File: src/rtl/accel_defs.sv
// Shared definitions for the accelerometer tilt filter.
// Provides:
//   - AXIS_W: width of the signed axis reading.
//   - tilt_t: tilt code as presented on the tilt output.
//   - state_t: states of the sampling/filtering sequencer.
package accel_defs;

  localparam int AXIS_W = 16;

  typedef enum logic [1:0] {
    TILT_LEVEL = 2'b00,
    TILT_POS   = 2'b01,
    TILT_NEG   = 2'b10
  } tilt_t;

  typedef enum logic [1:0] {
    ST_IDLE    = 2'b00,
    ST_CAPTURE = 2'b01,
    ST_ACCUM   = 2'b10,
    ST_COMPARE = 2'b11
  } state_t;

endpackage

File: src/rtl/accel_ring_sum.sv
// Circular sample buffer with a running sum of its contents.
// Each push retires the oldest entry and adds the new one, so the sum always
// covers the most recent 2^LOG2_DEPTH samples (zeros until the window fills).
// Ports:
//   clk, reset : clock and synchronous active-high reset
//   push       : one-cycle request to insert data
//   data       : signed sample to insert
//   sum        : signed running sum of the window
//   ready      : one-cycle pulse the cycle after a push, when sum is updated
//   full       : window holds 2^LOG2_DEPTH real samples
module accel_ring_sum
  import accel_defs::*;
#(
  parameter int LOG2_DEPTH = 3
) (
  input  logic                                clk,
  input  logic                                reset,
  input  logic                                push,
  input  logic signed [AXIS_W-1:0]            data,
  output logic signed [AXIS_W+LOG2_DEPTH-1:0] sum,
  output logic                                ready,
  output logic                                full
);

  localparam int DEPTH = 1 << LOG2_DEPTH;
  localparam int SUM_W = AXIS_W + LOG2_DEPTH;
  localparam logic [LOG2_DEPTH:0] FILL_MAX = (LOG2_DEPTH + 1)'(DEPTH);

  logic signed [AXIS_W-1:0] ring_buf [DEPTH];
  logic [LOG2_DEPTH-1:0]    wp;
  logic [LOG2_DEPTH:0]      fill;

  always_ff @(posedge clk) begin
    if (reset) begin
      // NOTE: the buffer is cleared on reset on purpose: the running sum
      // subtracts the retired entry, so stale contents would corrupt it.
      for (int i = 0; i < DEPTH; i++) ring_buf[i] <= '0;
      wp    <= '0;
      fill  <= '0;
      sum   <= '0;
      ready <= 1'b0;
    end else begin
      // NOTE: non-blocking assignments let sum read the old ring_buf[wp]
      // in the same edge that overwrites it.
      ready <= push;
      if (push) begin
        sum          <= sum + SUM_W'(data) - SUM_W'(ring_buf[wp]);
        ring_buf[wp] <= data;
        wp           <= wp + LOG2_DEPTH'(1);
        if (fill != FILL_MAX) fill <= fill + (LOG2_DEPTH + 1)'(1);
      end
    end
  end

  assign full = (fill == FILL_MAX);

endmodule

File: src/rtl/accel_tilt_filter.sv
// Moving-average filter and tilt classifier for one accelerometer axis.
// A free-running divider produces a sample tick every SAMPLE_DIV cycles; on
// an enabled tick the axis value is captured, pushed into the ring sum,
// averaged, and (once the window is full) published with a hysteretic tilt.
// Ports:
//   clk, reset   : clock and synchronous active-high reset
//   axis_value   : signed axis reading, sampled only on the tick edge
//   sample_en    : gates sample ticks
//   filtered     : signed moving average (floor of sum / 2^LOG2_DEPTH)
//   filt_valid   : one-cycle pulse when filtered/tilt update
//   tilt         : 00 level, 01 positive, 10 negative
//   tilt_changed : one-cycle pulse with filt_valid when tilt changes
module accel_tilt_filter
  import accel_defs::*;
#(
  parameter int SAMPLE_DIV = 100000,
  parameter int LOG2_DEPTH = 3,
  parameter int THRESH     = 200,
  parameter int HYST       = 50
) (
  input  logic              clk,
  input  logic              reset,
  input  logic [AXIS_W-1:0] axis_value,
  input  logic              sample_en,
  output logic [AXIS_W-1:0] filtered,
  output logic              filt_valid,
  output logic [1:0]        tilt,
  output logic              tilt_changed
);

  localparam int DIV_W = (SAMPLE_DIV > 1) ? $clog2(SAMPLE_DIV) : 1;
  localparam int SUM_W = AXIS_W + LOG2_DEPTH;
  localparam logic [DIV_W-1:0] DIV_LAST = DIV_W'(SAMPLE_DIV - 1);

  logic [DIV_W-1:0]         div_cnt;
  logic                     tick;
  state_t                   state_q, state_d;
  logic signed [AXIS_W-1:0] cap;
  logic signed [AXIS_W-1:0] avg;
  logic signed [SUM_W-1:0]  ring_sum;
  logic                     ring_ready;
  logic                     ring_full;
  logic                     push;
  logic                     publish;
  tilt_t                    tilt_q, tilt_d;

  // Sample-rate divider; runs whether or not sampling is enabled.
  assign tick = (div_cnt == DIV_LAST);

  always_ff @(posedge clk) begin
    if (reset)     div_cnt <= '0;
    else if (tick) div_cnt <= '0;
    else           div_cnt <= div_cnt + DIV_W'(1);
  end

  // Sequencer: state register.
  always_ff @(posedge clk) begin
    if (reset) state_q <= ST_IDLE;
    else       state_q <= state_d;
  end

  // Sequencer: next state.
  always_comb begin
    // NOTE: assigning a default first keeps every path covered so no latch
    // is inferred.
    state_d = state_q;
    case (state_q)
      ST_IDLE:    if (tick && sample_en) state_d = ST_CAPTURE;
      ST_CAPTURE: state_d = ST_ACCUM;
      ST_ACCUM:   state_d = ST_COMPARE;
      ST_COMPARE: state_d = ST_IDLE;
      default:    state_d = ST_IDLE;
    endcase
  end

  // Sequencer: outputs.
  always_comb begin
    push    = (state_q == ST_CAPTURE);
    publish = (state_q == ST_COMPARE) && ring_full;
  end

  accel_ring_sum #(
    .LOG2_DEPTH(LOG2_DEPTH)
  ) u_ring (
    .clk   (clk),
    .reset (reset),
    .push  (push),
    .data  (cap),
    .sum   (ring_sum),
    .ready (ring_ready),
    .full  (ring_full)
  );

  // Capture on the enabled tick; average once the ring sum has settled.
  // The arithmetic shift floors toward -inf and always fits AXIS_W bits.
  always_ff @(posedge clk) begin
    if (reset) begin
      cap <= '0;
      avg <= '0;
    end else begin
      if (state_q == ST_IDLE && tick && sample_en) cap <= axis_value;
      if (ring_ready) avg <= AXIS_W'(ring_sum >>> LOG2_DEPTH);
    end
  end

  // Hysteretic classifier: asserting needs |avg| > THRESH, releasing needs
  // |avg| < THRESH-HYST; a full swing flips polarity directly.
  always_comb begin
    tilt_d = tilt_q;
    case (tilt_q)
      TILT_LEVEL: begin
        if (avg > THRESH)       tilt_d = TILT_POS;
        else if (avg < -THRESH) tilt_d = TILT_NEG;
      end
      TILT_POS: begin
        if (avg < -THRESH)              tilt_d = TILT_NEG;
        else if (avg < THRESH - HYST)   tilt_d = TILT_LEVEL;
      end
      TILT_NEG: begin
        if (avg > THRESH)               tilt_d = TILT_POS;
        else if (avg > -(THRESH - HYST)) tilt_d = TILT_LEVEL;
      end
      default: tilt_d = TILT_LEVEL;
    endcase
  end

  always_ff @(posedge clk) begin
    if (reset) begin
      filtered     <= '0;
      filt_valid   <= 1'b0;
      tilt_q       <= TILT_LEVEL;
      tilt_changed <= 1'b0;
    end else begin
      filt_valid   <= publish;
      tilt_changed <= publish && (tilt_d != tilt_q);
      if (publish) begin
        filtered <= avg;
        tilt_q   <= tilt_d;
      end
    end
  end

  assign tilt = tilt_q;

endmodule

File: config.mk
export PLATFORM = sky130hd
export DESIGN_NAME = accel_tilt_filter
export DESIGN_NICKNAME = d
export VERILOG_FILES = /design/src/rtl/accel_defs.sv /design/src/rtl/accel_ring_sum.sv /design/src/rtl/accel_tilt_filter.sv
export SDC_FILE = /design/constraint.sdc
export NUM_CORES = 1
export LEC_CHECK = 0
export CAP_MARGIN = 10
export CORE_ASPECT_RATIO = 1.5
export CORE_UTILIZATION = 69
export CTS_BUF_LIST = sky130_fd_sc_hd__clkbuf_8
export CTS_CLUSTER_SIZE = 28
export DETAILED_ROUTE_END_ITERATION = 8
export PLACE_DENSITY = 0.92
export SLEW_MARGIN = 20
export SYNTH_ARGS = -nofsm -noshare
export SYNTH_HDL_FRONTEND = slang
export SYNTH_SLANG_ARGS = --single-unit
File: constraint.sdc
create_clock -name clk -period 11.44 [get_ports clk]
set_clock_uncertainty 0.15 [all_clocks]
set_input_delay 1.144 -clock clk [delete_from_list [all_inputs] [get_ports clk]]
set_output_delay 1.144 -clock clk [all_outputs]
set_load 0.02 [all_outputs]
==> flow_summary.json <==
{
  "start_util": 0.710,
  "outcome": "complete, no violations",
  "ys_types": 61,
  "synthCells": 1028,
  "wl_microns": 27700,
  "io_pins": 39,
  "grt_overflow": 0,
  "seq_area_frac_synth": 0.524,
  "setup_viol": 0,
  "syn_avg_cell_area_sq_um": 10.9,
  "htreeDepth": 2,
  "power_frac_seq": 0.435,
  "io_buffers": 38,
  "num_vias": 8451,
  "async_flop_share": 0,
  "dieArea_sq_um": 16800,
  "rsz0062_at_grt": "no",
  "power_density_nw_per_um2": 174,
  "synth_edf_count": 128,
  "first_global_vias": 8273,
  "routabilityCongestion": 0.942,
  "crit_arrival_ns": 4.93,
  "ir_worst_vdd_uv": 101,
  "drc_errors": 0,
  "end_kind": "flip-flop",
  "ys_warn_count": 0,
  "postCtsHoldBufs": 0,
  "postCtsSetupBuffers": 0,
  "numCtsBuffers": 35,
  "cts_tree": "yes",
  "min_from": "filtered[11]",
  "fin_crit_sh": 0.409,
  "p_clk_frac": 0.325,
  "die_x_microns": 106,
  "die_h_microns": 158,
  "nets": 1115,
  "critPathMaxFanout": 32,
  "num_rows": 56,
  "synth-seq-cells": 229,
  "postRouteAntennaNets": 0,
  "min_path_type": "reg2reg",
  "grt_pass1_wl_microns": 43400,
  "grt_usage": 0.342,
  "worstPathRequired_ns": 11.69,
  "post_cts_resized": 0,
  "antenna_found_initial": 0,
  "drive_above_1_share": 0.121,
  "synthFlopType": "edfxtp_1",
  "clk_path_buf_depth": 3,
  "clkTransAtPathRegs_ns": 0.07,
  "core_sq_um": 15800,
  "combPwrFrac": 0.240,
  "cts.sinks": 229,
  "worstMarginPinSlew_ns": 0.955,
  "insertion_delay_ns": 0.53,
  "regArea_sq_um": 5870,
  "slew_viol_final": 0,
  "power.leakage_nw": 4.40,
  "antenna_cells": 0,
  "cp-start-kind": "flip-flop",
  "syn2layout_area_growth_pct": 10.7,
  "p_sw_frac": 0.313,
  "dp_hpwl_microns": 17600,
  "drtIter0Drc": 894,
  "via_per_inst": 6.61,
  "r2r_setup_slack_ns": 6.76,
  "grt_start_max_net_pins": 65,
  "p_int_w": 0.00149,
  "fmax_mhz": 214,
  "synth_area_sq_um": 11200,
  "wl_per_cell_microns": 21.7,
  "layout_min_cycle_time_ns": 4.68,
  "maxCapViolations": 0,
  "setup_tns_ns": 0,
  "finalHoldViolations": 0,
  "p_sw_w": 0.000676,
  "timing.hold.ws_ns": 0.302,
  "syn_nets": 1094,
  "cts-root-buf": "clkbuf_8",
  "multi_input_area_sq_um": 4770,
  "relSlewSlack": 0.363,
  "n_fill_cell": 922,
  "drtPass1Iterations": 7,
  "path_class": "reg2reg"
}
per-layer routing:
metal / wire [microns] / vias to the layer above / track usage
met4: 1760 / 0 / 0.206
li1: - / 3765 / -
met3: 2240 / 146 / 0.0585
met5: 0 / - / 0
met1: 9520 / 3987 / 0.389
met2: 14200 / 553 / 0.602
power by group through the flow:
stage / registers [W] / clock network, W / logic, W
after floorplan: 0.000941 / 0 / 0.000379
after global placement: 0.000954 / 0 / 0.000469
after detailed placement: 0.000957 / 0 / 0.000486
after CTS: 0.000940 / 0.000705 / 0.000500
after global routing: 0.000945 / 0.000737 / 0.000561
final: 0.000942 / 0.000703 / 0.000519
placed cells by master (no fill, tap or decap), types with 18 or more instances in the layout:
master	instances
a21oi_1	54
and2_1	24
clkbuf_8	38
clkdlybuf4s50_1	37
clkinv_1	21
dfxtp_1	99
edfxtp_1	128
fa_1	18
ha_1	29
inv_1	78
mux2i_1	24
mux4_2	32
nand2_1	91
nor2_1	78
nor3_1	54
nor4_1	67
Yosys cell counts (16+ instances only):
cell type,count,area share
mux4_2,32,0.064
mux2i_1,24,0.021
fa_1,18,0.032
and2_1,24,0.013
inv_1,68,0.023
a21oi_1,54,0.024
nor2_1,78,0.026
nor4_1,68,0.038
nor3_1,54,0.024
clkbuf_1,57,0.019
clkinv_1,16,0.0054
edfxtp_1,128,0.34
nand2_1,92,0.031
dfxtp_1,101,0.18
ha_1,29,0.032
worst max-delay path, cell delays in order, from the launching register on:
cell and delay (ns):
dfxtp_2 0.32, buf_4 0.51, mux4_2 0.61, mux2_2 0.29, fa_1 0.50, inv_1 0.06, ha_1 0.33, o21ai_0 0.17
o21ai_0 0.61, nand3_1 0.25, a31oi_1 0.27, nor4_1 0.08, a311o_1 0.36
state kept, by name, summed over array words and instances (netlist names), named ones only:
register         cells
filtered            16
cap                 16
u_ring.ready         1
u_ring.wp            3
tilt_changed         1
u_ring.sum          19
state_q              2
filt_valid           1
avg                 16
u_ring.ring_buf    128
u_ring.fill          4
tilt                 2
div_cnt             17
path summary, 6_finish.rpt:
check	to	depth (start not counted)
worst min register to register	filtered[11]	2
worst min-delay path	filtered[11]	2
worst max-delay path	u_ring.sum[15]	12
worst max register to register	u_ring.sum[15]	12
kinds of logic (layout without fill, tap and decap cells):
logic type | Yosys count | in the layout | synth area share
AND/OR/NAND/NOR | 379 | 379 | 0.168
adder cells (fa/ha/maj) | 47 | 47 | 0.0646
XOR/XNOR | 25 | 25 | 0.0195
buffers and inverters | 151 | 199 | 0.0516
AO/OA/AOI/OAI | 126 | 126 | 0.0714
multiplexers | 71 | 71 | 0.101
flip-flops | 229 | 229 | 0.524
final cells by class:
class / instances / area share
clock buffers: 38 / 0.0422
clock inverters: 26 / 0.0161
inverters: 84 / 0.0254
multi-input cells: 648 / 0.384
flip-flops and latches: 229 / 0.473
well taps: 203 / 0.0205
repair buffers: 51 / 0.0381
metrics by stage:
stage	setup WS (ns)	cell area (sq um)	power, W	util	std cells
3_3_place_gp	7.08	11700	0.00142	0.741	1215
3_5_place_dp	6.97	11700	0.00144	0.741	1215
4_1_cts	6.85	12400	0.00215	0.787	1279
5_1_grt	6.55	12400	0.00224	0.787	1279
2_1_floorplan	7.32	11200	0.00132	-	1028
6_report	6.76	12400	0.00216	0.787	1279
Power figures use the tool's default switching activity.
